==> src/rtl/mem_access_stage.sv <==
// mem_access_stage: single-entry, in-order load/store stage between the ALU and writeback.
// Define MEM_TIMEOUT_EN to abort requests that are not granted within TIMEOUT_CYCLES.
module mem_access_stage #(
    parameter int TIMEOUT_CYCLES = 64
) (
    input  logic        clk,
    input  logic        rst_n,
    input  logic        alu_valid_i,
    output logic        alu_ready_o,
    input  logic [31:0] alu_result_i,
    input  logic [31:0] store_data_i,
    input  logic [4:0]  rd_i,
    input  logic        is_load_i,
    input  logic        is_store_i,
    input  logic [2:0]  size_i,
    input  logic [63:0] instr_info_i,
    input  logic        flush_i,
    output logic        dmem_req_o,
    output logic        dmem_we_o,
    output logic [31:0] dmem_addr_o,
    output logic [31:0] dmem_wdata_o,
    output logic [3:0]  dmem_be_o,
    input  logic        dmem_gnt_i,
    input  logic        dmem_rvalid_i,
    input  logic [31:0] dmem_rdata_i,
    output logic        wb_valid_o,
    output logic        wb_we_o,
    output logic [4:0]  wb_rd_o,
    output logic [31:0] wb_data_o,
    output logic [63:0] wb_instr_info_o,
    output logic        misalign_o,
    output logic        mem_err_o,
    output logic [1:0]  dbg_state_o
);
    // ALU side: a transfer happens when alu_valid_i & alu_ready_o & !flush_i in the same cycle.
    // Memory side: dmem_req_o and its attributes stay stable until the cycle dmem_gnt_i is seen;
    // one dmem_rvalid_i follows each granted read, no earlier than the cycle after the grant.
    typedef enum logic [1:0] {IDLE = 2'd0, REQ = 2'd1, WAIT = 2'd2} state_t;
    state_t state, state_next;

    logic        accept, mem_op, misaligned, timeout, drop;
    logic [4:0]  op_rd;
    logic [63:0] op_info;
    logic        op_load;
    logic [2:0]  op_size;
    logic [1:0]  op_lsb;
    logic [3:0]  be_calc;
    logic [31:0] wdata_calc, shifted, load_data;
    logic        fin, fin_we, fin_mis, fin_err, pulse;
    logic [31:0] fin_data;
    logic [4:0]  fin_rd;
    logic [63:0] fin_info;

    assign alu_ready_o = (state == IDLE);
    assign accept      = alu_valid_i & alu_ready_o & ~flush_i;
    assign mem_op      = is_load_i | is_store_i;
    assign dmem_req_o  = (state == REQ);
    assign dbg_state_o = state;

    always_comb begin
        misaligned = 1'b0;
        be_calc    = 4'b1111;
        wdata_calc = store_data_i;
        case (size_i[1:0])
            2'b00: begin
                be_calc    = 4'b0001 << alu_result_i[1:0];
                wdata_calc = {4{store_data_i[7:0]}};
            end
            2'b01: begin
                misaligned = alu_result_i[0];
                be_calc    = 4'b0011 << alu_result_i[1:0];
                wdata_calc = {2{store_data_i[15:0]}};
            end
            default: misaligned = |alu_result_i[1:0];
        endcase
    end

    always_comb begin
        shifted = dmem_rdata_i >> {op_lsb, 3'b000};
        case (op_size)
            3'b000:  load_data = {{24{shifted[7]}}, shifted[7:0]};
            3'b001:  load_data = {{16{shifted[15]}}, shifted[15:0]};
            3'b100:  load_data = {24'd0, shifted[7:0]};
            3'b101:  load_data = {16'd0, shifted[15:0]};
            default: load_data = shifted;
        endcase
    end

`ifdef MEM_TIMEOUT_EN
    localparam int CW = $clog2(TIMEOUT_CYCLES + 1);
    localparam logic [CW-1:0] TO_LAST = CW'(TIMEOUT_CYCLES - 1);
    logic [CW-1:0] to_cnt;

    always_ff @(posedge clk or negedge rst_n) begin
        if (!rst_n)
            to_cnt <= '0;
        else if (state == REQ && state_next == REQ)
            to_cnt <= to_cnt + 1'b1;
        else
            to_cnt <= '0;
    end

    assign timeout = (state == REQ) && !dmem_gnt_i && (to_cnt == TO_LAST);
`else
    logic unused_timeout_cfg;
    assign unused_timeout_cfg = (TIMEOUT_CYCLES != 0);
    assign timeout = 1'b0;
`endif

    always_comb begin
        state_next = state;
        fin        = 1'b0;
        fin_we     = 1'b0;
        fin_mis    = 1'b0;
        fin_err    = 1'b0;
        fin_data   = wb_data_o;
        fin_rd     = op_rd;
        fin_info   = op_info;
        case (state)
            IDLE: begin
                if (accept) begin
                    fin_rd   = rd_i;
                    fin_info = instr_info_i;
                    fin_data = alu_result_i;
                    if (mem_op && !misaligned) begin
                        state_next = REQ;
                    end else begin
                        fin     = 1'b1;
                        fin_mis = mem_op;
                        fin_we  = !mem_op && (rd_i != 5'd0);
                    end
                end
            end
            REQ: begin
                // A granted load must still collect its response, even if flushed in the same cycle.
                if (dmem_gnt_i) begin
                    state_next = op_load ? WAIT : IDLE;
                    fin        = !op_load;
                end else if (flush_i) begin
                    state_next = IDLE;
                end else if (timeout) begin
                    state_next = IDLE;
                    fin        = 1'b1;
                    fin_err    = 1'b1;
                end
            end
            WAIT: begin
                if (dmem_rvalid_i) begin
                    state_next = IDLE;
                    fin        = !drop;
                    fin_we     = (op_rd != 5'd0);
                    fin_data   = load_data;
                end
            end
            default: state_next = IDLE;
        endcase
    end

    assign pulse = fin & ~flush_i;

    always_ff @(posedge clk or negedge rst_n) begin
        if (!rst_n)
            state <= IDLE;
        else
            state <= state_next;
    end

    always_ff @(posedge clk or negedge rst_n) begin
        if (!rst_n) begin
            op_rd        <= '0;
            op_info      <= '0;
            op_load      <= 1'b0;
            op_size      <= '0;
            op_lsb       <= '0;
            dmem_we_o    <= 1'b0;
            dmem_addr_o  <= '0;
            dmem_be_o    <= '0;
            dmem_wdata_o <= '0;
            drop         <= 1'b0;
        end else begin
            if (accept) begin
                op_rd        <= rd_i;
                op_info      <= instr_info_i;
                op_load      <= is_load_i;
                op_size      <= size_i;
                op_lsb       <= alu_result_i[1:0];
                dmem_we_o    <= is_store_i;
                dmem_addr_o  <= {alu_result_i[31:2], 2'b00};
                dmem_be_o    <= be_calc;
                dmem_wdata_o <= wdata_calc;
            end
            drop <= (state_next == WAIT) && (drop || flush_i);
        end
    end

    // Data fields only move on a pulse; the qualifier flags are pulse-wide.
    always_ff @(posedge clk or negedge rst_n) begin
        if (!rst_n) begin
            wb_valid_o      <= 1'b0;
            wb_we_o         <= 1'b0;
            misalign_o      <= 1'b0;
            mem_err_o       <= 1'b0;
            wb_rd_o         <= '0;
            wb_data_o       <= '0;
            wb_instr_info_o <= '0;
        end else begin
            wb_valid_o <= pulse;
            wb_we_o    <= pulse & fin_we;
            misalign_o <= pulse & fin_mis;
            mem_err_o  <= pulse & fin_err;
            if (pulse) begin
                wb_rd_o         <= fin_rd;
                wb_data_o       <= fin_data;
                wb_instr_info_o <= fin_info;
            end
        end
    end
endmodule
==> config.mk <==
export PLATFORM = sky130hd
export DESIGN_NAME = mem_access_stage
export DESIGN_NICKNAME = d
export VERILOG_FILES = /design/src/rtl/mem_access_stage.sv
export SDC_FILE = /design/constraint.sdc
export NUM_CORES = 1
export LEC_CHECK = 0
export CAP_MARGIN = 20
export CORE_MARGIN = 4
export CORE_UTILIZATION = 40
export CTS_CLUSTER_DIAMETER = 40
export DETAILED_ROUTE_END_ITERATION = 8
export DONT_BUFFER_PORTS = 1
export SLEW_MARGIN = 20
export SYNTH_ARGS = -nofsm -noshare
export SYNTH_HDL_FRONTEND = slang
export SYNTH_SLANG_ARGS = --single-unit
==> constraint.sdc <==
create_clock -name clk -period 2.3 [get_ports clk]
set_input_delay 0.115 -clock clk [delete_from_list [all_inputs] [get_ports clk]]
set_output_delay 0.115 -clock clk [all_outputs]
set_load 0.1 [all_outputs]
# Word-level counts from Yosys, hierarchy flattened
# Index checks and enable logic that the tools add are counted.
[totals]
reg_bits = 249
input_bits = 176
output_inout_bits = 178
word_cells = 82
[op_classes]
eq_ne = 9
shift = 3
muxes = 30
bitwise = 7
n_reduce_logical = 16
[ops]
columns = ["op", "count"]
rows = [
  ["$mux W64", 2],
  ["$pmux W32 S2", 2],
  ["$pmux W32 S4", 1],
  ["$mux W32", 2],
  ["$shr A32 B5 Y32", 1],
  ["$mux W2", 6],
  ["$mux W1", 10],
  ["$mux W5", 2],
  ["$reduce_bool A5 Y1", 2],
  ["$pmux W4 S2", 1],
  ["$eq A3 B3 Y1 const B", 2],
  ["$pmux W2 S3", 1],
  ["$and A1 B1 Y1", 5],
  ["$eq A2 B1 Y1 const B", 2],
  ["$eq A2 B2 Y1 const B", 2],
  ["$logic_not A1 Y1", 4],
  ["$logic_not A2 Y1", 2],
  ["$pmux W1 S2", 2],
  ["$reduce_and A4 Y1", 1],
  ["$shl A1 B2 Y4 const A", 1],
  ["$shl A2 B2 Y4 const A", 1],
  ["$eq A3 B1 Y1 const B", 1],
  ["$logic_and A1 B1 Y1", 3],
  ["$logic_not A3 Y1", 1],
  ["8 further kinds", 8],
]

# Longest topological paths before layout
# Gate-level depths: netlist of the first run.
[logic_depth]
word_depth = 9
depth_mapped = 8

# Worst setup path before layout of the first run
# Ideal clock, no wire load.
[synth_timing]
kind = "reg2reg"
startpoint = "register state[0] (netlist: dbg_state_o[0])"
endpoint = "register wb_data_o[21]"
setup_ps = 141
t_arrival_ps = 2923
t_required_ps = 2159
path_slack_ps = -764
stages_incl_launch_ff = 8
synth_period_minus_slack_ps = 3064
path_cell_list = "dfrtp_1 > nand2b_1 > inv_1 > a32oi_1 > o31ai_2 > buf_6 > clkbuf_1 > a31oi_1"
[synth_lines]
columns = ["element", "line_no", "text"]
rows = [
  ["start: declaration", "39", "state_t state, state_next;"],
  ["start signal: assignment", "165", "state <= state_next;"],
  ["$eq A2 B1 Y1", "--", ""],
  ["via dmem_req_o", "18", "output logic dmem_req_o,"],
  ["$pmux W1 S3", "119", "case (state)"],
  ["$and A1 B1 Y1", "159", "assign pulse = fin & ~flush_i;"],
  ["$reduce_and A4 Y1 (no source line)", "--", ""],
  ["end signal: assignment", "213", "wb_data_o <= fin_data;"],
  ["end: declaration", "29", "output logic [31:0] wb_data_o,"],
]
# The timed path passes the listed nets, and every way through them passes these cells.
# A chain may end at the register's enable or synchronous reset.

# Final worst setup path of the first run
[layout_timing]
startpoint = "register state[0] (netlist: dbg_state_o[0])"
endpoint = "register wb_instr_info_o[18]"
[layout_via]
elab_chain_len = 6
[layout_rtl]
columns = ["element", "line_no", "text"]
rows = [
  ["$logic_not A2 Y1", "54, 119", ""],
  ["$and A1 B1 Y1 (2 in a row)", "55", "assign accept = alu_valid_i & alu_ready_o & ~flush_i;"],
  ["$mux W1", "121", "if (accept) begin"],
  ["$pmux W1 S3", "119", ""],
  ["$and A1 B1 Y1", "159", ""],
  ["end signal: assignment", "214", "wb_instr_info_o <= fin_info;"],
  ["end: declaration", "30", "output logic [63:0] wb_instr_info_o,"],
]
# Parallel ways exist; a longest one is shown, timed or not.

==> results of run 1 <==
==> cell type report <==
type | count | share of cell area
clock buffer | 47 | 0.0714
clock inverter | 31 | 0.0254
timing repair buffer | 378 | 0.222
sequential | 249 | 0.397
inverter | 5 | 0.00143
tap | 335 | 0.0267
multi-input combinational | 788 | 0.256
==> stage by stage <==
step | TNS [ns] | hold WS (ns) | util | std cells | setup WS (ns)
finish | 0 | -0.699 | 0.604 | 1833 | 0.0869
global route | 0 | -0.739 | 0.604 | 1833 | 0.0271
CTS | 0 | -0.728 | 0.599 | 1827 | 0.00206
detailed placement | -0.291 | -0.174 | 0.474 | 1578 | -0.0486
global placement | 0 | -0.172 | 0.474 | 1578 | 0.0115
floorplan | -0.243 | -0.181 | - | 1117 | -0.0223
==> cells by family after synthesis <==
family,count (synthesis),share of synthesized area
multiplexers,66,0.0647
buffers and inverters,80,0.0339
AND/OR/NAND/NOR,538,0.201
other,1,0.000356
flip-flops,249,0.592
AO/OA/AOI/OAI,181,0.109
==> state kept, by name (all words and copies together) (netlist names), 2 cells and up <==
register and count:
dbg_state_o 2, dmem_addr_o 30, dmem_be_o 4, dmem_wdata_o 32
op_info 64, op_lsb 2, op_rd 5, op_size 3
wb_data_o 32, wb_instr_info_o 64, wb_rd_o 5
==> routing by layer <==
layer / GRT usage / vias up / share of wire
li1: - / 4432 / -
met2: 0.395 / 437 / 0.50
met1: 0.279 / 4552 / 0.38
met3: 0.0599 / 100 / 0.083
met4: 0.101 / 0 / 0.040
met5: 0 / - / 0
==> timing repair <==
item	4_1_cts	5_1_grt
resized for setup	2	5
cloned	0	2
endpoints found under the setup margin	8	57
endpoints found under the hold margin	497	249
buffers inserted	0	4
pin swaps	0	2
==> worst max-delay path, stage by stage (launching register included) <==
cell     delay [ns]
dfrtp_4        0.50
or4b_4         0.58
a31o_4         0.25
a21oi_4        0.17
buf_12         0.18
buf_16         0.19
nor2_1         0.06
a31oi_1        0.17
==> synth_stat cells (all sizes together), types with 2 or more instances <==
library cell and instances:
nand2b 11, dfrtp 249, mux2 16, nor2 96
inv 5, o21ai 40, nor2b 5, or4 2
mux2i 50, clkbuf 47, o31ai 2, or2 9
o211ai 8, a31oi 97, buf 28, a21oi 11
nand2 409, a22o 7, o22a 7
==> worst paths after layout <==
check | startpoint | endpoint
setup / recovery | dbg_state_o[0] | wb_instr_info_o[18]
hold / removal | rst_n | dmem_addr_o[10]
setup reg to reg | dbg_state_o[0] | wb_instr_info_o[18]
hold reg to reg | op_info[55] | op_info[55]
max in group asynchronous | rst_n | dmem_addr_o[19]
min in group clk | dmem_rdata_i[1] | wb_data_o[1]
==> report_power, final <==
part | total (mW) | switching (mW) | internal (mW) | leakage (nW)
clock network | 6.67 | 2.30 | 4.37 | 0.743
registers | 5.82 | 0.405 | 5.42 | 2.98
logic | 10.0 | 7.96 | 2.05 | 3.74
==> metrics.cfg, run 1 <==
[cells_and_area]
n_antenna_cell = 0
mostFrequentLayoutCells = nand2_1, dfrtp_1, buf_4
final_nets = 1641
final_common_cell = nand2_1
areaGrowthSynthToFinish_pct = 49.1
seq_area_um2 = 6240
drive_gt1_frac = 0.216
final_design_area_no_fill_um2 = 15700
multi_input_area_um2 = 4020
nFillCells = 2146

[setup_path]
cp.arrival_ns = 2.63
criticalPathCategory = flip-flop to flip-flop
reg2reg_depth = 7
ff2ff_setup_slack_ns = 0.09
crit_path_max_fanout = 33
startpoint_type = flip-flop
cp-end-kind = flip-flop
required_ns = 2.72

[global_route]
antenna_found_initial = 1
grt_max_degree = 250
grt_usage = 0.232
grt_first_pass_wirelength_mm = 54.0
grt_overflow = 0
grt_pass1_vias = 9809

[clock_tree]
cts_tree = done
cts-root-buf = clkbuf_16
insertion_delay_ns = 0.51
cts_sinks = 249
clk_pin_slew_ns = 0.05
cts_hold_buf = 171
clockBufferDepth = 3
cts_htree_levels = 2
cts_made_buffers = 43

[sta]
setup_viol = 0
slew_violations = 0
finalCritPeriodShare = 0.962
skew_ns = 0.0147
hold_violations = 249
fmax_mhz = 452
holdWs_ns = -0.699
worst_slew_pin_slew_ns = 0.928
rsz0062_at_grt = false
period_minus_slack_ns = 2.21
slew_headroom = 0.382

[logic_synthesis]
synth.top_cell.area_share = 0.592
synth_top_area_cell = dfrtp_1
synth_edf_count = 0
syn_area_per_cell_um2 = 9.44
netlist_area_um2 = 10500
synth_cell_types = 41
ys_warn_count = 0
seq_area_frac_synth = 0.592
ys_seq_elements = 249
synthArstFlopShare = 1.00
synthFlopType = dfrtp_1
synth_area_leaders = dfrtp_1, nand2_1, a31oi_1, mux2i_1, nor2_1
synthCells = 1115

[run]
cap_violations = 0

[floorplanning]
rows = 59
io_pins = 354
die_w_um = 170
die_h_um = 170
initial_core_util = 0.405
dieArea_um2 = 29000
placeableCoreArea_um2 = 26000

[outcome]
violations = hold timing
status = finished with violations

[power_and_ir_drop]
leakage_nw = 7.46
ir_drop_v = 0.00109
powerDensity_nw_per_um2 = 1430
p_total_mw = 22.5

[detailed_routing]
viasPerCell = 5.19
dr.pass1.iters = 7
wl_mm = 34.7
post-route-drc-count = 0
dr_total_vias = 9521
wl_per_cell_um = 18.9
ant_nets = 0
drt-initial-drc-count = 759

[placement]
dp_hpwl_mm = 21.7
gp_congestion = 0.871
io_buffers = 0
placed_area_um2 = 12300

[worst_hold_path]
hold_path_class = input pin to async pin

(Power assumes the default switching activity.)
==> inputs of run 2 (changes only) <==
==> constraint.sdc (replaced) <==
create_clock -name clk -period 2.3 [get_ports clk]
set_input_delay 0.23 -clock clk [delete_from_list [all_inputs] [get_ports clk]]
set_output_delay 0.23 -clock clk [all_outputs]
set_load 0.1 [all_outputs]
==> metrics.cfg, run 2 (synthesized netlist as in run 1, its figures left out) <==
[run]
cap_violations = 0  ; unchanged

[clock_tree]
cts-root-buf = clkbuf_16
cts_tree = done
insertion_delay_ns = 0.52  ; about the same
clk_pin_slew_ns = 0.05  ; about the same
cts_hold_buf = 155  ; -9.4%
cts_htree_levels = 2  ; unchanged
cts_sinks = 249  ; unchanged
clockBufferDepth = 3  ; unchanged
cts_made_buffers = 41  ; -4.7%

[sta]
rsz0062_at_grt = false
worst_slew_pin_slew_ns = 0.945  ; +0.0171 ns
finalCritPeriodShare = 0.956  ; -0.00612
period_minus_slack_ns = 2.20  ; -0.0141 ns
fmax_mhz = 455  ; +0.64%
slew_violations = 0  ; unchanged
holdWs_ns = -0.582  ; +0.117 ns
hold_violations = 249  ; unchanged
slew_headroom = 0.370  ; -0.0118
skew_ns = 0.0195  ; +0.00481 ns
setup_viol = 0  ; unchanged

[global_route]
grt_overflow = 0  ; unchanged
grt_pass1_vias = 9513  ; -3.0%
grt_max_degree = 250  ; unchanged
grt_usage = 0.225  ; -0.00669
grt_first_pass_wirelength_mm = 52.5  ; -2.7%
antenna_found_initial = 0  ; -1

[power_and_ir_drop]
p_total_mw = 22.0  ; -2.1%
leakage_nw = 7.28  ; -2.5%
powerDensity_nw_per_um2 = 1440  ; +0.55%
ir_drop_v = 0.000973  ; -11%

[outcome]
status = finished with violations
violations = hold timing

[setup_path]
criticalPathCategory = flip-flop to flip-flop
cp_slowest_cell = or4b_4
startpoint_type = flip-flop
slowest_delay_ns = 0.57  ; about the same
crit_path_max_fanout = 29  ; -12%
cp.arrival_ns = 2.63  ; about the same
cp_cell_sequence = or4b_4 -> a31o_2 -> a21oi_4 -> buf_12 -> buf_12 -> nor2_1 -> a31oi_1
required_ns = 2.73  ; about the same
cpMostUsedCell = buf_12
cp-end-kind = flip-flop

[cells_and_area]
seq_area_um2 = 6240  ; unchanged
drive_gt1_frac = 0.210  ; -0.00556
largestRegisters = op_info: 64 flops, wb_instr_info_o: 64 flops
final_util = 0.588  ; -0.0159
mostFrequentLayoutCells = nand2_1, dfrtp_1, buf_4
multi_input_area_um2 = 4000  ; -0.53%
final_nets = 1614  ; -1.6%
n_antenna_cell = 0  ; unchanged
final_common_cell = nand2_1
nFillCells = 2149  ; +0.14%
areaGrowthSynthToFinish_pct = 45.2
final_design_area_no_fill_um2 = 15300  ; -2.6%

[worst_hold_path]
hold_path_class = input pin to async pin

[floorplanning]
dieArea_um2 = 29000  ; unchanged
rows = 59  ; unchanged
io_pins = 354  ; unchanged
placeableCoreArea_um2 = 26000  ; unchanged
die_h_um = 170  ; unchanged
initial_core_util = 0.405  ; unchanged
die_w_um = 170  ; unchanged

[detailed_routing]
wl_mm = 33.8  ; -2.5%
ant_nets = 0  ; unchanged
dr_total_vias = 9351  ; -1.8%
wl_per_cell_um = 18.7  ; -1.1%
viasPerCell = 5.18  ; -0.32%
post-route-drc-count = 0  ; unchanged
drt-initial-drc-count = 706  ; -7.0%
dr.pass1.iters = 5  ; -2

[placement]
dp_hpwl_mm = 21.4  ; -1.2%
placed_area_um2 = 12200  ; -0.67%
io_buffers = 0  ; unchanged
gp_congestion = 0.869  ; -0.23%

run 2: cell types whose count changed in the layout (fill, tap and decap cells not counted), sizes merged:
cell          change
dlygate4sd3      -16
buf               -9
clkinvlp          +4
clkinv            -3
bufinv            -2
clkbuf            -2
dlymetal6s4s      +1
run 2: timing repair:
item                                    4_1_cts  5_1_grt
gates resized for setup                       0        3
endpoints found under the setup margin        0       57
setup buffers                                 0        2
endpoints found under the hold margin       489      249
run 2: worst max-delay path, delay by kind of cell, from the launching register on:
family                 cells  cell delay [ns]
flip-flops                 1             0.48
AND/OR/NAND/NOR            2             0.63
buffers and inverters      2             0.36
AO/OA/AOI/OAI              3             0.63
run 2: layout make-up:
class,instances,area share
sequential,249,0.408
multi-input combinational,788,0.261
timing repair buffer,353,0.207
clock buffer,46,0.0718
tap,335,0.0274
clock inverter,30,0.0228
inverter,5,0.00147
run 2: power by group:
part | internal [mW] | total, mW | switching, mW
clock network | 4.07 | 6.34 | 2.27
registers | 5.42 | 5.85 | 0.437
logic | 1.99 | 9.84 | 7.86
run 2: path summary, 6_finish.rpt:
kind | from | depth (start not counted) | end | slack, ns
worst min-delay path | rst_n | 0 | dmem_addr_o[8] | -0.58
min in group clk | store_data_i[7] | 2 | dmem_wdata_o[15] | 0.01
worst min register to register | op_info[56] | 2 | op_info[56] | 0.47
worst max register to register | dbg_state_o[0] | 7 | wb_instr_info_o[26] | 0.10
max in group asynchronous | rst_n | 0 | dmem_wdata_o[9] | 2.54
worst max-delay path | dbg_state_o[0] | 7 | wb_instr_info_o[26] | 0.10
run 2: per-stage QoR:
step	worst slack, ns	TNS [ns]	instances
after floorplan	-0.0227	-0.250	1117
after global placement	0.113	0	1572
final	0.101	0	1806
after global routing	0.00434	0	1806
after detailed placement	0.0662	0	1572
after CTS	0.0342	0	1803
run 2: routing by layer:
layer | part of all wire | GRT usage
met1 | 0.38 | 0.268
met2 | 0.50 | 0.391
met3 | 0.087 | 0.0602
met4 | 0.036 | 0.0865
met5 | 0 | 0
==> inputs of run 3 (changes only) <==
--- a/config.mk
+++ b/config.mk
@@ -5,6 +5,7 @@
 export SDC_FILE = /design/constraint.sdc
 export NUM_CORES = 1
 export LEC_CHECK = 0
+export ABC_AREA = 1
 export CAP_MARGIN = 20
 export CORE_MARGIN = 4
 export CORE_UTILIZATION = 40
==> metrics.cfg, run 3 <==
[outcome]
status = finished with violations
violations = hold timing

[sta]
hold_violations = 249  ; unchanged
slew_headroom = 0.293  ; -0.0772
setup_viol = 0  ; unchanged
worst_slew_pin_slew_ns = 1.06  ; +0.112 ns
fmax_mhz = 498  ; +9.4%
fin_setup_tns_ns = 0  ; unchanged
slew_violations = 0  ; unchanged
period_minus_slack_ns = 2.01  ; -0.189 ns
finalCritPeriodShare = 0.874  ; -0.0823
holdWs_ns = -0.572  ; +0.00992 ns
postLayoutSetupSlackWorst_ns = 0.290  ; +0.189 ns
skew_ns = 0.0226  ; +0.00311 ns
rsz0062_at_grt = false

[detailed_routing]
post-route-drc-count = 0  ; unchanged
wl_per_cell_um = 17.0  ; -9.3%
dr_total_vias = 9973  ; +6.7%
wl_mm = 34.0  ; +0.74%
viasPerCell = 4.97  ; -3.9%
ant_nets = 0  ; unchanged
dr.pass1.iters = 5  ; unchanged
drt-initial-drc-count = 752  ; +6.5%

[global_route]
antenna_found_initial = 0  ; unchanged
grt_max_degree = 250  ; unchanged
grt_overflow = 0  ; unchanged
grt_first_pass_wirelength_mm = 53.1  ; +1.1%
grt_pass1_vias = 10100  ; +6.1%
grt_usage = 0.222  ; -0.00292

[logic_synthesis]
synth_area_leaders = dfrtp_1, nand2_1, o21ai_0, nand3_1, buf_2
synth_top_area_cell = dfrtp_1
synth_cell_types = 29  ; -29%
yosys-top-cells-count = nand2_1, dfrtp_1, o21ai_0, nand3_1, inv_1
ys_warn_count = 0  ; unchanged
yosysMostFrequentCell = nand2_1
synth.top_cell.area_share = 0.581  ; -0.0108
synthCells = 1331  ; +19%
synth_edf_count = 0  ; unchanged
seq_area_frac_synth = 0.581  ; -0.0108
synthArstFlopShare = 1.00  ; unchanged
netlist_area_um2 = 10700  ; +1.9%
syn_area_per_cell_um2 = 8.06  ; -15%
synthFlopType = dfrtp_1
ys_seq_elements = 249  ; unchanged

[setup_path]
required_ns = 2.75  ; +0.02 ns
slowest_delay_ns = 0.58  ; about the same
ff2ff_setup_slack_ns = 0.29  ; +0.19 ns
reg2reg_depth = 7  ; unchanged
r2r_start = dbg_state_o[0]
crit_buf_inv = 2  ; unchanged
path_delay_family = buffers and inverters
reg2reg_to = dmem_wdata_o[23]
criticalPathCategory = flip-flop to flip-flop
cp-end-kind = flip-flop
cp.arrival_ns = 2.46  ; -0.17 ns
cp_cell_sequence = nor2_4 -> nand3_4 -> buf_16 -> a21oi_1 -> o21ai_0 -> dlygate4sd3_1 -> nand2_1
startpoint_type = flip-flop
crit_path_max_fanout = 106  ; +270%
cp_slowest_cell = dlygate4sd3_1

[clock_tree]
postCtsSetupRepairBufs = 0  ; unchanged
clk_pin_slew_ns = 0.06  ; about the same
clockBufferDepth = 3  ; unchanged
cts_tree = done
cts_hold_buf = 151  ; -2.6%
cts_sinks = 249  ; unchanged
cts_htree_levels = 2  ; unchanged
cts-root-buf = clkbuf_16
insertion_delay_ns = 0.51  ; about the same
cts_made_buffers = 41  ; unchanged

[worst_hold_path]
hold_path_class = input pin to async pin

[power_and_ir_drop]
leakage_nw = 8.03  ; +10%
ir_drop_v = 0.000887  ; -8.9%
powerDensity_nw_per_um2 = 1430  ; -0.56%

[floorplanning]
rows = 59  ; unchanged
die_h_um = 172  ; +0.88%
placeableCoreArea_um2 = 26200  ; +0.85%
die_w_um = 172  ; +0.88%
io_pins = 354  ; unchanged
dieArea_um2 = 29500  ; +1.8%
initial_core_util = 0.409  ; +0.00402

[cells_and_area]
largestRegisters = op_info: 64 flops, wb_instr_info_o: 64 flops
final_util = 0.579  ; -0.00970
final_common_cell = nand2_1
drive_gt1_frac = 0.164  ; -0.0459
final_design_area_no_fill_um2 = 15200  ; -0.81%
final_nets = 1813  ; +12%
areaGrowthSynthToFinish_pct = 41.4
mostFrequentLayoutCells = nand2_1, dfrtp_1, buf_4
nFillCells = 2314  ; +7.7%

[placement]
io_buffers = 0  ; unchanged
dp_hpwl_mm = 21.4  ; about the same
dp_worst_setup_slack_ns = 0.379  ; +0.313 ns
gp_congestion = 0.878  ; +1.0%
placed_area_um2 = 12200  ; unchanged

[run]
cap_violations = 0  ; unchanged

-- run 3: cell types whose count changed after synthesis, moves of 16 or more --
cell / change
nand3_1: +55
buf_2: +26
mux2i_1: -50
a21oi_1: +25
inv_1: +48
o21ai_1: +23
nor2_1: -56
o21ai_0: +40
a31oi_1: -96
clkbuf_1: -22
mux2_2: -16
nand2_1: +279
-- run 3: cells by family after synthesis --
family,Yosys count,synth area share
AOI/OAI and AO/OA,152,0.0746
and+or+nand+nor,794,0.289
DFF,249,0.581
other,1,0.000350
buffers and inverters,135,0.0547
-- run 3: worst max path at each step --
stage / startpoint / depth (start not counted) / slack [ns] / endpoint
2_1_floorplan: dbg_state_o[1] / 10 / 0.02 / wb_rd_o[4]
3_3_place_gp: dbg_state_o[0] / 9 / 0.41 / wb_instr_info_o[20]
3_5_place_dp: dbg_state_o[0] / 9 / 0.38 / wb_instr_info_o[38]
4_1_cts: dbg_state_o[0] / 5 / 0.15 / dbg_state_o[0]
5_1_grt: dbg_state_o[0] / 7 / 0.13 / dmem_wdata_o[23]
6_report: dbg_state_o[0] / 7 / 0.29 / dmem_wdata_o[23]
-- run 3: what timing repair did --
action	CTS	global route
endpoints found under the hold margin	484	249
endpoints found under the setup margin	0	1
resized for setup	0	1
-- run 3: cell type report --
type / instances / area, µm² / area share
tap: 335 / 419 / 0.0276
antenna: 1 / 2.50 / 0.000165
sequential: 249 / 6230 / 0.411
clock buffer: 51 / 1140 / 0.0749
inverter: 60 / 231 / 0.0153
multi-input combinational: 949 / 3930 / 0.259
clock inverter: 24 / 240 / 0.0158
timing repair buffer: 336 / 2980 / 0.196
-- run 3: worst register-to-register path, cell delays in order (launching register included) --
cell and delay, ns:
dfrtp_2 0.46, nor2_4 0.15, nand3_4 0.12, buf_16 0.24, a21oi_1 0.26, o21ai_0 0.10
dlygate4sd3_1 0.58, nand2_1 0.06
-- run 3: per-stage QoR --
stage / cells / power [mW]
CTS: 2003 / 21.9
global placement: 1777 / 15.4
finish: 2005 / 21.7
detailed placement: 1777 / 15.5
floorplan: 1333 / 13.5
global route: 2004 / 22.6
-- run 3: power breakdown --
part           internal, mW  switching, mW  leakage, nW
Combinational          1.85           8.05         4.22
Sequential             5.42          0.366         3.13
Clock                  3.88           2.17        0.680
Total                  11.1           10.6         8.03
-- run 3: layer usage --
| layer | vias up | track usage | part of all wire |
|---|---|---|---|
| li1 | 4786 | - | - |
| met1 | 4669 | 0.270 | 0.38 |
| met2 | 438 | 0.371 | 0.48 |
| met3 | 80 | 0.0804 | 0.11 |
| met4 | 0 | 0.0725 | 0.028 |
| met5 | - | 0 | 0 |
